--- config.mk ---
export PLATFORM = sky130hd
export DESIGN_NAME = alu_share_ctrl
export DESIGN_NICKNAME = d
export VERILOG_FILES = /design/src/rtl/alu_share_ctrl.sv
export SDC_FILE = /design/constraint.sdc
export NUM_CORES = 1
export LEC_CHECK = 0
export ABC_CLOCK_PERIOD_IN_PS = 4150
export CELL_PAD_IN_SITES_DETAIL_PLACEMENT = 0
export CELL_PAD_IN_SITES_GLOBAL_PLACEMENT = 1
export CORE_MARGIN = 5
export CORE_UTILIZATION = 40
export DETAILED_ROUTE_END_ITERATION = 10
export DONT_BUFFER_PORTS = 1
export GPL_TIMING_DRIVEN = 0
export HOLD_SLACK_MARGIN = 0.15
export PLACE_DENSITY_LB_ADDON = 0.1
export SKIP_LAST_GASP = 1
export SLEW_MARGIN = 20
export SYNTH_ARGS = -nofsm -noshare
export SYNTH_HDL_FRONTEND = slang
export SYNTH_SLANG_ARGS = --single-unit
--- constraint.sdc ---
create_clock -name clk -period 4.15 [get_ports clk]
set_input_delay 0.415 -clock clk [delete_from_list [all_inputs] [get_ports clk]]
set_output_delay 0.415 -clock clk [all_outputs]
set_load 0.02 [all_outputs]
--- src/rtl/alu_share_ctrl.sv ---
// Round-robin share of one single-cycle ALU between two requesters, with a
// one-entry tagged response register and the architectural Z/V/N flags.
module alu_share_ctrl #(
  parameter int DW  = 16,
  parameter int OPW = 3
) (
  input  logic           clk,
  input  logic           rst_n,
  input  logic           req0_valid,
  output logic           req0_ready,
  input  logic [OPW-1:0] req0_op,
  input  logic [DW-1:0]  req0_a,
  input  logic [DW-1:0]  req0_b,
  input  logic           req1_valid,
  output logic           req1_ready,
  input  logic [OPW-1:0] req1_op,
  input  logic [DW-1:0]  req1_a,
  input  logic [DW-1:0]  req1_b,
  output logic [DW-1:0]  alu_in1,
  output logic [DW-1:0]  alu_in2,
  output logic [OPW-1:0] alu_op,
  input  logic [DW-1:0]  alu_out,
  input  logic [2:0]     alu_flags,
  input  logic           alu_error,
  output logic           rsp_valid,
  input  logic           rsp_ready,
  output logic           rsp_id,
  output logic [DW-1:0]  rsp_data,
  output logic           rsp_error,
  output logic [2:0]     flags_q
);

  localparam logic [OPW-1:0] OP_ADD = OPW'(0);
  localparam logic [OPW-1:0] OP_SUB = OPW'(1);
  localparam logic [OPW-1:0] OP_XOR = OPW'(2);
  localparam logic [OPW-1:0] OP_SLL = OPW'(4);
  localparam logic [OPW-1:0] OP_SRA = OPW'(5);
  localparam logic [OPW-1:0] OP_ROR = OPW'(6);

  typedef enum logic {EMPTY, FULL} rsp_state_e;

  rsp_state_e state_q, state_d;
  logic       last_q;
  logic       gnt, can_accept, accept, sel1;
  logic       arith_op, zonly_op;

  always_comb begin
    gnt = 1'b0;
    if (req0_valid && req1_valid) gnt = ~last_q;
    else                          gnt = req1_valid;
    can_accept = (state_q == EMPTY) || rsp_ready;
    accept     = can_accept && (req0_valid || req1_valid);
    req0_ready = accept && !gnt;
    req1_ready = accept && gnt;
  end

  // Without a grant the ALU simply sees port 0; its result is ignored then.
  assign sel1    = accept && gnt;
  assign alu_in1 = sel1 ? req1_a  : req0_a;
  assign alu_in2 = sel1 ? req1_b  : req0_b;
  assign alu_op  = sel1 ? req1_op : req0_op;

  assign arith_op = (alu_op == OP_ADD) || (alu_op == OP_SUB);
  assign zonly_op = (alu_op == OP_XOR) || (alu_op == OP_SLL) ||
                    (alu_op == OP_SRA) || (alu_op == OP_ROR);

  always_comb begin
    state_d = state_q;
    case (state_q)
      EMPTY:   if (accept) state_d = FULL;
      FULL:    if (accept) state_d = FULL;
               else if (rsp_ready) state_d = EMPTY;
      default: state_d = EMPTY;
    endcase
  end

  always_ff @(posedge clk or negedge rst_n) begin
    if (!rst_n) state_q <= EMPTY;
    else        state_q <= state_d;
  end

  assign rsp_valid = (state_q == FULL);

  // Flag bits the opcode does not define are masked off here.
  always_ff @(posedge clk or negedge rst_n) begin
    if (!rst_n) begin
      rsp_id    <= 1'b0;
      rsp_data  <= '0;
      rsp_error <= 1'b0;
      flags_q   <= 3'b000;
      last_q    <= 1'b1;
    end else if (accept) begin
      rsp_id    <= gnt;
      rsp_data  <= alu_out;
      rsp_error <= arith_op ? alu_error : 1'b0;
      last_q    <= gnt;
      if (arith_op)      flags_q    <= alu_flags;
      else if (zonly_op) flags_q[2] <= alu_flags[2];
    end
  end

endmodule
==> results.yml <==
run_status:
  status: "complete, no violations"
timing:
  final-hold-violation-count: 0
  rsz_0062_raised_after_global_routing: "false"
  fin_skew_ns: 0.00232
  slew_viol_final: 0
  setup_total_negative_slack_ns: 0
  tightestPinTransition_ns: 0.473
  maxClockFrequency_mhz: 442
  finalSetupViolCount: 0
  max_slew_margin: 0.685
  final_period_util: 0.545
  finalWorstPathRequiredPeriod_ns: 2.26
routing:
  drtIter0Drc: 48
  detailroute.via_count: 1315
  router_iterations_before_antenna_repair: 4
  wl_per_cell_microns: 15.8
  detail_route.drc_violations: 0
  detail_route.wirelength_microns: 4130
  ant_nets: 0
  detail_route.vias_per_cell: 5.02
clocking:
  cts_inserted_buffers: 3
  worst_setup_hold_path_clk_slew_ns: 0.11
  cts.sinks: 23
  worst_skew_pair.late_latency_ns: 0.29
  clock_path_buffers: 2
  cts.root.buffer_cell: "clkbuf_4"
  cts_tree: "built"
  post_cts.resized_instances: 0
  postCtsSetupBuffers: 0
  h-tree-depth: 1
synthesis:
  synth_edf_count: 0
  netlist_instances: 210
  postSynthNetCount: 305
  yosys-top-cells-area: "nand2_1, dfrtp_1, mux2_1"
  synth_top_cell_area_share: 0.421
  synth.most_common_cell: "nand2_1"
  synth_common_cells: "nand2_1, dfrtp_1, buf_2"
  synth_area_per_cell_sq_um: 6.58
  synth-compound-area-share: 0.0371
  ys_async_sr_fraction: 1.00
  dominant_combinational_cell_family_by_area_after_synthesis: "simple AND/OR/NAND/NOR gates"
  area_share_of_xor_xnor_cells_in_the_synthesized_design: 0
  synthAdderAreaFrac: 0
  synth_ff_type: "dfrtp_1"
  synth_seq_cells: 23
  synth_area_leader_cell: "nand2_1"
  post_synth_mux_area_share: 0.0579
  yosys.area_share.simple: 0.449
  yosysSeqAreaShare: 0.417
  post_synth_instance_area_sq_um: 1380
  synth.lib_cells_used.distinct: 17
  yosysWarningCount: 0
global_routing:
  globalRouteMet3Util: 0.0227
  grtUsageMet2: 0.300
  grt_usage: 0.153
  grt_pass1_wl_microns: 5460
  grt_pass1_vias: 1152
  grt.busiest_layer: "met2"
  grt_overflow: 0
  grt_use_met1: 0.164
  grt_max_degree: 24
  number_of_antenna_violations_at_the_first_check_in_global_routing: 0
critical_path:
  crit_path_start_kind: "flip-flop"
  setup.reg_to_reg.worst_slack_ns: 2.46
  worst_r2r_endpoint: "flags_q[2]$_DFFE_PN0P_"
  data_required_time_at_the_worst_endpoint_ns: 3.73
  critical_r2r_launch: "rsp_valid$_DFF_PN0_"
  timing_worst_setup_path_type: "reg -> out"
  worstPathArrival_ns: 1.85
  worst-r2r-cell-count: 4
  critical_path.max_fanout: 10
  worstSetupEndpointType: "primary output"
floorplan:
  floorplan.die.height_microns: 68.8
  io_pins: 154
  num_rows: 21
  initial_utilization: 0.414
  fp.coreArea_sq_um: 3340
  die_width_microns: 68.8
  die_area_sq_um: 4730
hold_path:
  holdCritPathClass: "in -> reg"
  min_delay_worst_endpoint: "rsp_data[15]$_DFFE_PN0P_"
  timing.hold.worst_path_depth: 2
  hold_start: "alu_out[15]"
cells_and_area:
  layout.nets: 312
  fillers: 364
  finish.utilization: 0.444
  n_antenna_cell: 0
  layout-drive-gt1-share: 0.0787
  final_cell_count_no_fill: 262
  area_growth_pct: 7.15
pwr:
  power_per_cell_area_nw_per_um2: 388
  vdd_ir_drop_max_mv: 0.255
  part_of_the_total_power_dissipated_in_sequential_elements: 0.554
  netSwitchingPower_uw: 236
  switching_share: 0.412
  p_leak_uw: 0.000855
  share_clk_of_total_power: 0.163
  p_int_uw: 338
  combPwrFrac: 0.283
placement:
  dp_cells: 256
  place_congestion: 0.789
  place_hpwl_microns: 3540
  io_buffer_count: 0
run:
  maxCapViolations: 0
==> cell families after synthesis <==
kind of cell,count (synthesis)
AOI/OAI and AO/OA,6
buffers and inverters,12
DFF,23
muxes,7
and+or+nand+nor,162
==> worst max path at each step <==
stage,startpoint,endpoint,slack (ns),depth (start not counted)
finish,rsp_valid$_DFF_PN0_,alu_in2[0],1.89,6
global route,rsp_valid$_DFF_PN0_,alu_in2[0],1.71,6
CTS,rsp_valid$_DFF_PN0_,alu_in2[0],1.85,6
detailed placement,req1_valid,alu_in2[0],2.17,6
global placement,req1_valid,alu_in2[0],2.21,6
floorplan,req1_valid,alu_in1[12],2.43,6
==> what timing repair did <==
item	in CTS	in global routing
setup endpoints to repair	0	0
hold endpoints to repair	23	22
hold buffers	1	1
==> stage by stage <==
| stage | cell area, sq um | hold WS (ns) | setup WS, ns | power [uW] |
|---|---|---|---|---|
| 6_report | 1480 | 0.221 | 1.89 | 574 |
| 3_5_place_dp | 1440 | 0.120 | 2.17 | 484 |
| 3_3_place_gp | 1440 | 0.120 | 2.21 | 479 |
| 5_1_grt | 1480 | 0.206 | 1.71 | 611 |
| 2_1_floorplan | 1380 | 0.119 | 2.43 | 453 |
| 4_1_cts | 1480 | 0.213 | 1.85 | 582 |
==> worst max-delay path, stage by stage (launching register included) <==
cell,delay [ns]
dfrtp_1,0.49
nand2b_2,0.19
nand2_4,0.07
inv_2,0.13
clkbuf_1,0.34
nand2_1,0.12
nand2_1,0.21
==> area by class of cell <==
class	count	area, sq um	area share
Timing Repair Buffer	2	15.0	0.0101
Buffer	11	50.0	0.0338
Inverter	1	3.75	0.00253
Tap cell	46	57.6	0.0389
Clock buffer	4	26.3	0.0177
Sequential cell	23	577	0.389
Multi-Input combinational cell	175	752	0.508
==> sequential cells by signal, indices dropped and copies added, names as in the netlist <==
register / cells
rsp_valid: 1
rsp_data: 16
flags_q: 3
last_q: 1
rsp_id: 1
rsp_error: 1
==> per-layer routing <==
metal / vias to the layer above / part of all wire
met5: - / 0
met4: 0 / 0.0070
met3: 4 / 0.098
met2: 76 / 0.56
met1: 585 / 0.34
li1: 650 / -
==> power by group through the flow <==
| stage | clock, uW | combinational, uW | sequential [uW] |
|---|---|---|---|
| after floorplan | 0 | 138 | 315 |
| after global placement | 0 | 157 | 323 |
| after detailed placement | 0 | 161 | 323 |
| after CTS | 97.4 | 166 | 319 |
| after global routing | 106 | 182 | 322 |
| final | 93.7 | 162 | 318 |
==> cells in the final DEF (no fill, tap or decap), drive strengths merged <==
| master | count |
|---|---|
| nand2 | 156 |
| dfrtp | 22 |
| buf | 8 |
| clkbuf | 8 |
| nor2 | 5 |
| mux2 | 5 |
| o21ai | 2 |
| mux2i | 2 |
| nand2b | 1 |
| a21boi | 1 |
| inv | 1 |
| o21a | 1 |
| a21oi | 1 |
| a311o | 1 |
| dlygate4sd3 | 1 |
| dfstp | 1 |
Note: power is estimated with default switching activity, not from simulation.
